$ cat config.mk
export PLATFORM = sky130hd
export DESIGN_NAME = tdm_demux4_flat
export DESIGN_NICKNAME = d
export VERILOG_FILES = /design/src/rtl/tdm_pkg.sv /design/src/rtl/tdm_demux4_if.sv /design/src/rtl/tdm_slot_ctr.sv /design/src/rtl/tdm_demux4.sv /design/src/flat_wrapper.sv
export SDC_FILE = /design/constraint.sdc
export NUM_CORES = 1
export LEC_CHECK = 0
export ABC_AREA = 1
export CAP_MARGIN = 0
export CELL_PAD_IN_SITES_DETAIL_PLACEMENT = 0
export CELL_PAD_IN_SITES_GLOBAL_PLACEMENT = 1
export CORE_MARGIN = 3
export CORE_UTILIZATION = 39
export DETAILED_ROUTE_END_ITERATION = 10
export PLACE_DENSITY_LB_ADDON = 0.1
export SLEW_MARGIN = 30
export SYNTH_ARGS = -nofsm -noshare
export SYNTH_HDL_FRONTEND = slang
export SYNTH_SLANG_ARGS = --single-unit
$ cat constraint.sdc
create_clock -name clk -period 3.4 [get_ports clk]
set_input_delay 0.68 -clock clk [delete_from_list [all_inputs] [get_ports clk]]
set_output_delay 0.68 -clock clk [all_outputs]
set_load 0.03 [all_outputs]
$ cat src/rtl/tdm_pkg.sv
// Shared types and constants for the 4-slot TDM receive path.
package tdm_pkg;

  typedef enum logic {
    HUNT = 1'b0,
    SYNC = 1'b1
  } state_e;

  localparam int unsigned TDM_SLOTS = 4;
  localparam int unsigned SLOT_W    = 2;

endpackage

$ cat src/rtl/tdm_demux4_if.sv
// Serial-in / parallel-out signal bundle of the TDM demultiplexer.
interface tdm_demux4_if;

  logic                       en;
  logic                       din;
  logic                       fsync;
  logic [3:0]                 y;
  logic                       frame_valid;
  logic [tdm_pkg::SLOT_W-1:0] slot;
  logic                       locked;
  logic                       sync_err;

  // master: serial link source; slave: the demultiplexer
  modport master (
    output en, din, fsync,
    input  y, frame_valid, slot, locked, sync_err
  );

  modport slave (
    input  en, din, fsync,
    output y, frame_valid, slot, locked, sync_err
  );

endinterface

$ cat src/rtl/tdm_slot_ctr.sv
// Slot position counter: clear to 0, load to 1, or advance with wrap after slot 3.
module tdm_slot_ctr
  import tdm_pkg::*;
(
  input  logic              clk_i,
  input  logic              rst_ni,
  input  logic              clr_i,
  input  logic              load1_i,
  input  logic              inc_i,
  output logic [SLOT_W-1:0] slot_o
);

  logic [SLOT_W-1:0] slot_q, slot_d;

  always_comb begin
    slot_d = slot_q;
    if (clr_i) begin
      slot_d = '0;
    end else if (load1_i) begin
      slot_d = SLOT_W'(1);
    end else if (inc_i) begin
      slot_d = (slot_q == SLOT_W'(TDM_SLOTS - 1)) ? '0 : slot_q + 1'b1;
    end
  end

  always_ff @(posedge clk_i or negedge rst_ni) begin
    if (!rst_ni) begin
      slot_q <= '0;
    end else begin
      slot_q <= slot_d;
    end
  end

  assign slot_o = slot_q;

endmodule

$ cat src/rtl/tdm_demux4.sv
// 4-slot TDM demultiplexer: locks to fsync, collects four enabled bits per frame,
// and presents each completed frame in parallel with a one-cycle valid strobe.
module tdm_demux4
  import tdm_pkg::*;
#(
  parameter int unsigned MAX_MISS = 2
) (
  input logic         clk,
  input logic         rst_n,
  tdm_demux4_if.slave bus
);

  localparam logic [2:0] MISS_LIM = 3'(MAX_MISS);

  state_e            state_q, state_d;
  logic [2:0]        shadow_q, shadow_d;
  logic [3:0]        y_q, y_d;
  logic              fv_q, fv_d;
  logic              err_q, err_d;
  logic [2:0]        miss_q, miss_d;
  logic [2:0]        miss_inc;
  logic [SLOT_W-1:0] slot;
  logic              ctr_clr, ctr_load1, ctr_inc;

  tdm_slot_ctr u_slot_ctr (
    .clk_i   (clk),
    .rst_ni  (rst_n),
    .clr_i   (ctr_clr),
    .load1_i (ctr_load1),
    .inc_i   (ctr_inc),
    .slot_o  (slot)
  );

  assign miss_inc = miss_q + 3'd1;

  always_comb begin
    state_d   = state_q;
    shadow_d  = shadow_q;
    y_d       = y_q;
    fv_d      = 1'b0;
    err_d     = 1'b0;
    miss_d    = miss_q;
    ctr_clr   = 1'b0;
    ctr_load1 = 1'b0;
    ctr_inc   = 1'b0;

    if (bus.en) begin
      if (bus.fsync) begin
        // fsync always restarts the frame at slot 0; it is a violation unless expected there
        err_d       = (state_q == SYNC) && (slot != '0);
        shadow_d[0] = bus.din;
        ctr_load1   = 1'b1;
        miss_d      = '0;
        state_d     = SYNC;
      end else if (state_q == SYNC) begin
        unique case (slot)
          2'd0: begin
            err_d = 1'b1;
            if (miss_inc >= MISS_LIM) begin
              state_d = HUNT;
              ctr_clr = 1'b1;
              miss_d  = '0;
            end else begin
              miss_d      = miss_inc;
              shadow_d[0] = bus.din;
              ctr_load1   = 1'b1;
            end
          end
          2'd1: begin
            shadow_d[1] = bus.din;
            ctr_inc     = 1'b1;
          end
          2'd2: begin
            shadow_d[2] = bus.din;
            ctr_inc     = 1'b1;
          end
          default: begin
            y_d     = {bus.din, shadow_q};
            fv_d    = 1'b1;
            ctr_inc = 1'b1;
          end
        endcase
      end
    end
  end

  always_ff @(posedge clk or negedge rst_n) begin
    if (!rst_n) begin
      state_q  <= HUNT;
      shadow_q <= '0;
      y_q      <= '0;
      fv_q     <= 1'b0;
      err_q    <= 1'b0;
      miss_q   <= '0;
    end else begin
      state_q  <= state_d;
      shadow_q <= shadow_d;
      y_q      <= y_d;
      fv_q     <= fv_d;
      err_q    <= err_d;
      miss_q   <= miss_d;
    end
  end

  assign bus.y           = y_q;
  assign bus.frame_valid = fv_q;
  assign bus.slot        = slot;
  assign bus.locked      = (state_q == SYNC);
  assign bus.sync_err    = err_q;

endmodule

$ cat src/flat_wrapper.sv
// flat-port wrapper written by rule: the top's interface ports become plain ports
module tdm_demux4_flat import tdm_pkg::*;
#(
  parameter int unsigned MAX_MISS = 2
)
  (clk, rst_n, bus_en, bus_din, bus_fsync, bus_y, bus_frame_valid, bus_slot, bus_locked, bus_sync_err);
  tdm_demux4_if bus_i ();
  input logic clk;
  input logic rst_n;
  input wire logic [$bits(bus_i.en)-1:0] bus_en;
  input wire logic [$bits(bus_i.din)-1:0] bus_din;
  input wire logic [$bits(bus_i.fsync)-1:0] bus_fsync;
  output wire logic [$bits(bus_i.y)-1:0] bus_y;
  output wire logic [$bits(bus_i.frame_valid)-1:0] bus_frame_valid;
  output wire logic [$bits(bus_i.slot)-1:0] bus_slot;
  output wire logic [$bits(bus_i.locked)-1:0] bus_locked;
  output wire logic [$bits(bus_i.sync_err)-1:0] bus_sync_err;
  assign bus_i.en = bus_en;
  assign bus_i.din = bus_din;
  assign bus_i.fsync = bus_fsync;
  assign bus_y = bus_i.y;
  assign bus_frame_valid = bus_i.frame_valid;
  assign bus_slot = bus_i.slot;
  assign bus_locked = bus_i.locked;
  assign bus_sync_err = bus_i.sync_err;
  tdm_demux4 #(.MAX_MISS(MAX_MISS)) u_core (.clk(clk), .rst_n(rst_n), .bus(bus_i));
endmodule
# After elaboration in Yosys (flattened, before gate mapping)
# Cells that the tools add are included.
[word_totals] ff_bits=15 inputBits=5 output_inout_bits=9 word_cells=67
[classes] add_sub_neg=2 n_lt_le_gt_ge=1 eq_ne=4 muxes=37 bitwise_logic=2 reduce_logical=12
[ops] op="$mux W1" n=29
[ops] op="$reduce_and A4 Y1" n=4
[ops] op="$mux W3" n=4
[ops] op="$mux W2" n=4
[ops] op="$reduce_bool A2 Y1" n=3
[ops] op="$eq A2 B2 Y1 const B" n=2
[ops] op="$add A3 B1 Y3 const B" n=1
[ops] op="$ge A3 B2 Y1 const B" n=1
[ops] op="$reduce_and A3 Y1" n=1
[ops] op="$reduce_bool A3 Y1" n=1
[ops] op="$reduce_or A3 Y1" n=1
[ops] op="$add A2 B1 Y2 const B" n=1
[ops] op="$eq A2 B1 Y1 const B" n=1
[ops] op="$logic_not A2 Y1" n=1
[ops] op="$ne A2 B2 Y1 const B" n=1
[ops] op="$not A1 Y1" n=2
[ops] op="$logic_and A1 B1 Y1" n=1

# Longest topological paths before layout
[depth] ltp_word=9 ltp_mapped=9 depth_no_buf=9

# Modules after synthesis
# Synthesis repeated with hierarchy kept, for this count alone.
[hier_totals] hier_cells=89 area_unflattened_um2=755.7
[by_module_without_submodules] mod="tdm_demux4" instances=1 cells_each=75 area_per_inst_um2=639.4 seq_area_each_um2=325.3
[by_module_without_submodules] mod="tdm_slot_ctr" instances=1 cells_each=14 area_per_inst_um2=116.4 seq_area_each_um2=50.0

# Worst setup path after synthesis
# No wires, ideal clock.
[synth_timing] path_type="register to register" start="reg u_core.u_slot_ctr.slot_q[0], in the netlist u_core.u_slot_ctr.slot_o[0]" end="reg u_core.shadow_q[0]" setup_time_ns=0.116 arrival_time_ns=1.273 required_time_ns=3.284 path_slack_ns=2.011 path_stages_with_launch=8 n_path_buf=0 synth_period_minus_slack_ns=1.389 path_cell_list="dfrtp_1 > inv_1 > ha_1 > a21oi_1 > nor2_1 > nand2_1 > nand2_1 > nand2_1"
[synth_between] elab_chain_len=3
[synth_rtl] item="from (decl)" line_no="tdm_slot_ctr.sv:13" source="logic [SLOT_W-1:0] slot_q, slot_d;"
[synth_rtl] item="from (signal assigned)" line_no="tdm_slot_ctr.sv:30" source="slot_q <= slot_d;"
[synth_rtl] item="$logic_not A2 Y1" line_no="tdm_demux4.sv:56" source="unique case (slot)"
[synth_rtl] item="$reduce_bool A2 Y1 (no source line)"
[synth_rtl] item="$reduce_and A4 Y1 (no source line)"
[synth_rtl] item="to (signal assigned)" line_no="tdm_demux4.sv:97" source="shadow_q <= shadow_d;"
[synth_rtl] item="to (decl)" line_no="tdm_demux4.sv:16" source="logic [2:0] shadow_q, shadow_d;"
# Every way passes these cells.
# A chain may end at the register's enable or synchronous reset.

# Final worst setup path
[layout_timing] start="reg u_core.state_q, in the netlist u_core.bus.locked" end="out bus_locked"
[layout_lines] item="from (decl)" line_no="tdm_demux4.sv:15" source="state_e state_q, state_d;"
[layout_lines] item="from (signal assigned)" line_no="tdm_demux4.sv:96" source="state_q <= state_d;"
[layout_lines] item="to (decl)" line_no="flat_wrapper.sv:16" source="output wire logic [$bits(bus_i.locked)-1:0] bus_locked;"
# No word-level cell between the ends.

==> metrics <==
slew at the pin closest to its max-slew limit=0.657 ns; post-synth top area share=between 50% and 60%; core region area=~1600 um2; Die Y-Extent=around 49 um; Final Cycle Share=~62%; layout cell share with drive strength beyond 1=9.18%; remaining design rule violation count=0; Top Family by Delay on Critical Path=buffers and inverters; total congestion overflow after global routing=0; First DRT Iteration DRCs=8; Net Sw Frac=roughly two fifths; number of placement rows=14; commonest non-fill, non-tap cells in the layout=24 x sky130_fd_sc_hd__nand2_1, 15 x sky130_fd_sc_hd__dfrtp_1, 13 x sky130_fd_sc_hd__clkdlybuf4s50_1, 11 x sky130_fd_sc_hd__inv_1; minimum clock period after layout=2.10 ns; Fin. Hold Viols=0; later-pin clock latency in the skew report=approximately 0.27 ns; vias per inst=about 4.5; Top-Level Pins=14; number of register bits inferred by synthesis=15; Clk network pwr share=14.8%; hold path startpoint=u_core.bus.y[1]$_DFFE_PN0P_; wire length on met3=roughly 53 um; R2R cell count=7; critical path required time=2.72 ns; total leakage power=around 0.47 nW; power density cells=724 nW/um2; highest clock frequency the design can meet=around 480 MHz; cell type contributing the most total cell area after synthesis=sky130_fd_sc_hd__dfrtp_1; main area contributors after synthesis=sky130_fd_sc_hd__dfrtp_1 52%, sky130_fd_sc_hd__nand2_1 12%, sky130_fd_sc_hd__ha_1 10%; Wirelength per Cell=between 10 and 15 um; setup repair after global routing missed its margin=false; worst reg2reg setup slack=around 2.0 ns; path type of the worst setup path=flip-flop to output port; proportion of synthesized chip area in sequential cells=between 50 and 60%; number of buffers on the longest clock path=2; number of antenna violations at the first check in global routing=0; total net switching power=between 200 and 300 uW; H-tree levels=1; Critical Path End Type=output port; endpoint with the worst hold slack=u_core.bus.y[1]$_DFFE_PN0P_; Port-buffer cells=13; uppermost signal routing layer after detailed routing=met4; worst hold path stage count=2; overall die area=between 2000 and 2500 um2; synth unique cells=17; Max Fanout on Critical Path=6; number of maximum-capacitance violations=0; number of instances resized during post-cts repair=0; reg2reg end=u_core.shadow_q[0]$_DFFE_PN0P_; met2 wire length=586 um; sequential group share of total power=41.5%; Syn. warnings=0; buffer and inverter count on the worst path=1; number of nets produced by synthesis=between 90 and 100; CTS tree=yes; storage element area=375 um2; Final ANT Viol Nets=0; DR vias=~550; number of fill cells=roughly 180; data arrival time of the worst path=1.42 ns; post-cts hold buffer count=0; internal power=between 300 and 400 uW; crit start category=flip-flop; Max VDD drop=between 0.0004 and 0.0005 V; cell with the largest stage delay on the worst path=sky130_fd_sc_hd__clkdlybuf4s50_1; width of the die=slightly below 50 um; post-CTS setup buffers=0; via count of the first global-routing pass=512; worst hold-check path type=flip-flop to flip-flop; routed wire length=1290 um; number of sinks driven by the clock tree=15; largest net degree at the start of global routing=16; final number of setup-violating endpoints=0; clock buffers created by TritonCTS=3; initial core utilization=~45%; HPWL after DPL=approximately 1000 um; clock-pin slew on the worst setup and hold paths=around 0.080 ns; most frequent standard cell in the layout excluding fill and tap cells=sky130_fd_sc_hd__nand2_1; net count reported at finish=110; ANT cells=0; origin of the worst setup path=u_core.bus.locked$_DFFE_PN0P_; setup skew after layout=roughly 0.00075 ns; Synth Area per Inst=approximately 9 um2; number of max-slew violations in the final report=0; global-route usage over all layers=11.9%; run status=completed; worst reg2reg startpoint=u_core.u_slot_ctr.slot_o[0]$_DFFE_PN0P_; setup_tns=0 ns; layout overhead on the synthesized area=25.6%; Clk Tree Root Cell=sky130_fd_sc_hd__clkbuf_4; relative slew slack=56.0%; Multi-input gate area=about 300 um2; delay of the slowest cell on the worst path=0.70 ns; TritonRoute pass-1 iters=3; worst-path cell chain=clkdlybuf4s50_1; synthesized netlist cell count=81; met1 wire length=between 600 and 700 um; wire length of the first global-routing pass=2220 um; combinational power share=approximately 44%; global placer's final weighted congestion=just under 0.7; Min Hold Slack=a little under 0.5 ns; Mapped Area=728 um2
-- per-stage QoR --
stage / utilization, % / std cells / setup slack, ns / area [um2] / total power, mW
floorplan: - / 81 / 2.01 / 728 / 0.462
global placement: 54.5 / 118 / 1.46 / 888 / 0.566
detailed placement: 54.5 / 118 / 1.45 / 888 / 0.571
CTS: 56.1 / 122 / 1.29 / 915 / 0.673
global route: 56.1 / 122 / 1.24 / 915 / 0.716
finish: 56.1 / 122 / 1.30 / 915 / 0.662
-- synthesized netlist by cell type --
cell type,n
sky130_fd_sc_hd__a21oi_1,2
sky130_fd_sc_hd__clkinv_4,1
sky130_fd_sc_hd__dfrtp_1,15
sky130_fd_sc_hd__ha_1,6
sky130_fd_sc_hd__inv_1,11
sky130_fd_sc_hd__inv_2,2
sky130_fd_sc_hd__nand2_1,24
sky130_fd_sc_hd__nand2_4,1
sky130_fd_sc_hd__nand3_1,2
sky130_fd_sc_hd__nand3b_1,1
sky130_fd_sc_hd__nand4_1,1
sky130_fd_sc_hd__nor2_1,6
sky130_fd_sc_hd__nor3_4,1
sky130_fd_sc_hd__o211ai_1,2
sky130_fd_sc_hd__o21ai_0,2
sky130_fd_sc_hd__o21ai_1,3
sky130_fd_sc_hd__or2_2,1
-- routing by layer --
metal / vias to the layer above / track usage [%]
met4: 0 / 5.69
li1: 285 / -
met2: 10 / 17.9
met1: 250 / 15.9
met3: 2 / 2.75
met5: - / 0
-- cell families (layout without fill, tap and decap cells) --
| kind of cell | count (synthesis) | in the layout | share of synthesized area [%] |
|---|---|---|---|
| AND/OR/NAND/NOR | 37 | 37 | 23.4 |
| flip-flops | 15 | 15 | 51.5 |
| buffers and inverters | 14 | 31 | 7.90 |
| AO/OA/AOI/OAI | 9 | 9 | 6.87 |
| adder cells (fa/ha/maj) | 6 | 6 | 10.3 |
-- worst max-delay path by stage --
stage,slack [ns],endpoint,cells past startpoint
5_1_grt,1.24,bus_locked,1
3_3_place_gp,1.46,u_core.bus.y[3]$_DFFE_PN0P_,6
4_1_cts,1.29,bus_locked,1
2_1_floorplan,2.01,u_core.shadow_q[0]$_DFFE_PN0P_,7
3_5_place_dp,1.45,u_core.bus.y[3]$_DFFE_PN0P_,6
6_report,1.30,bus_locked,1
-- power by group through the flow --
| stage | logic (mW) | clock network (mW) | registers (mW) |
|---|---|---|---|
| 2_1_floorplan | 0.128 | 0 | 0.333 |
| 3_3_place_gp | 0.290 | 0 | 0.276 |
| 3_5_place_dp | 0.292 | 0 | 0.279 |
| 4_1_cts | 0.294 | 0.103 | 0.276 |
| 5_1_grt | 0.323 | 0.109 | 0.285 |
| 6_report | 0.289 | 0.0980 | 0.275 |
-- final cells by class --
class,count,share of cell area (%)
multi-input combinational,52,32.3
sequential,15,41.0
clock buffer,4,2.87
inverter,14,6.29
timing repair buffer,13,14.2
tap,24,3.28
-- sequential cells by signal, summed over array words and instances (netlist names) --
name and cells:
u_core.shadow_q 3, u_core.bus.sync_err 1, u_core.miss_q 3, u_core.bus.frame_valid 1, u_core.bus.y 4, u_core.u_slot_ctr.slot_o 2
u_core.bus.locked 1
Power figures use the tool's default switching activity.
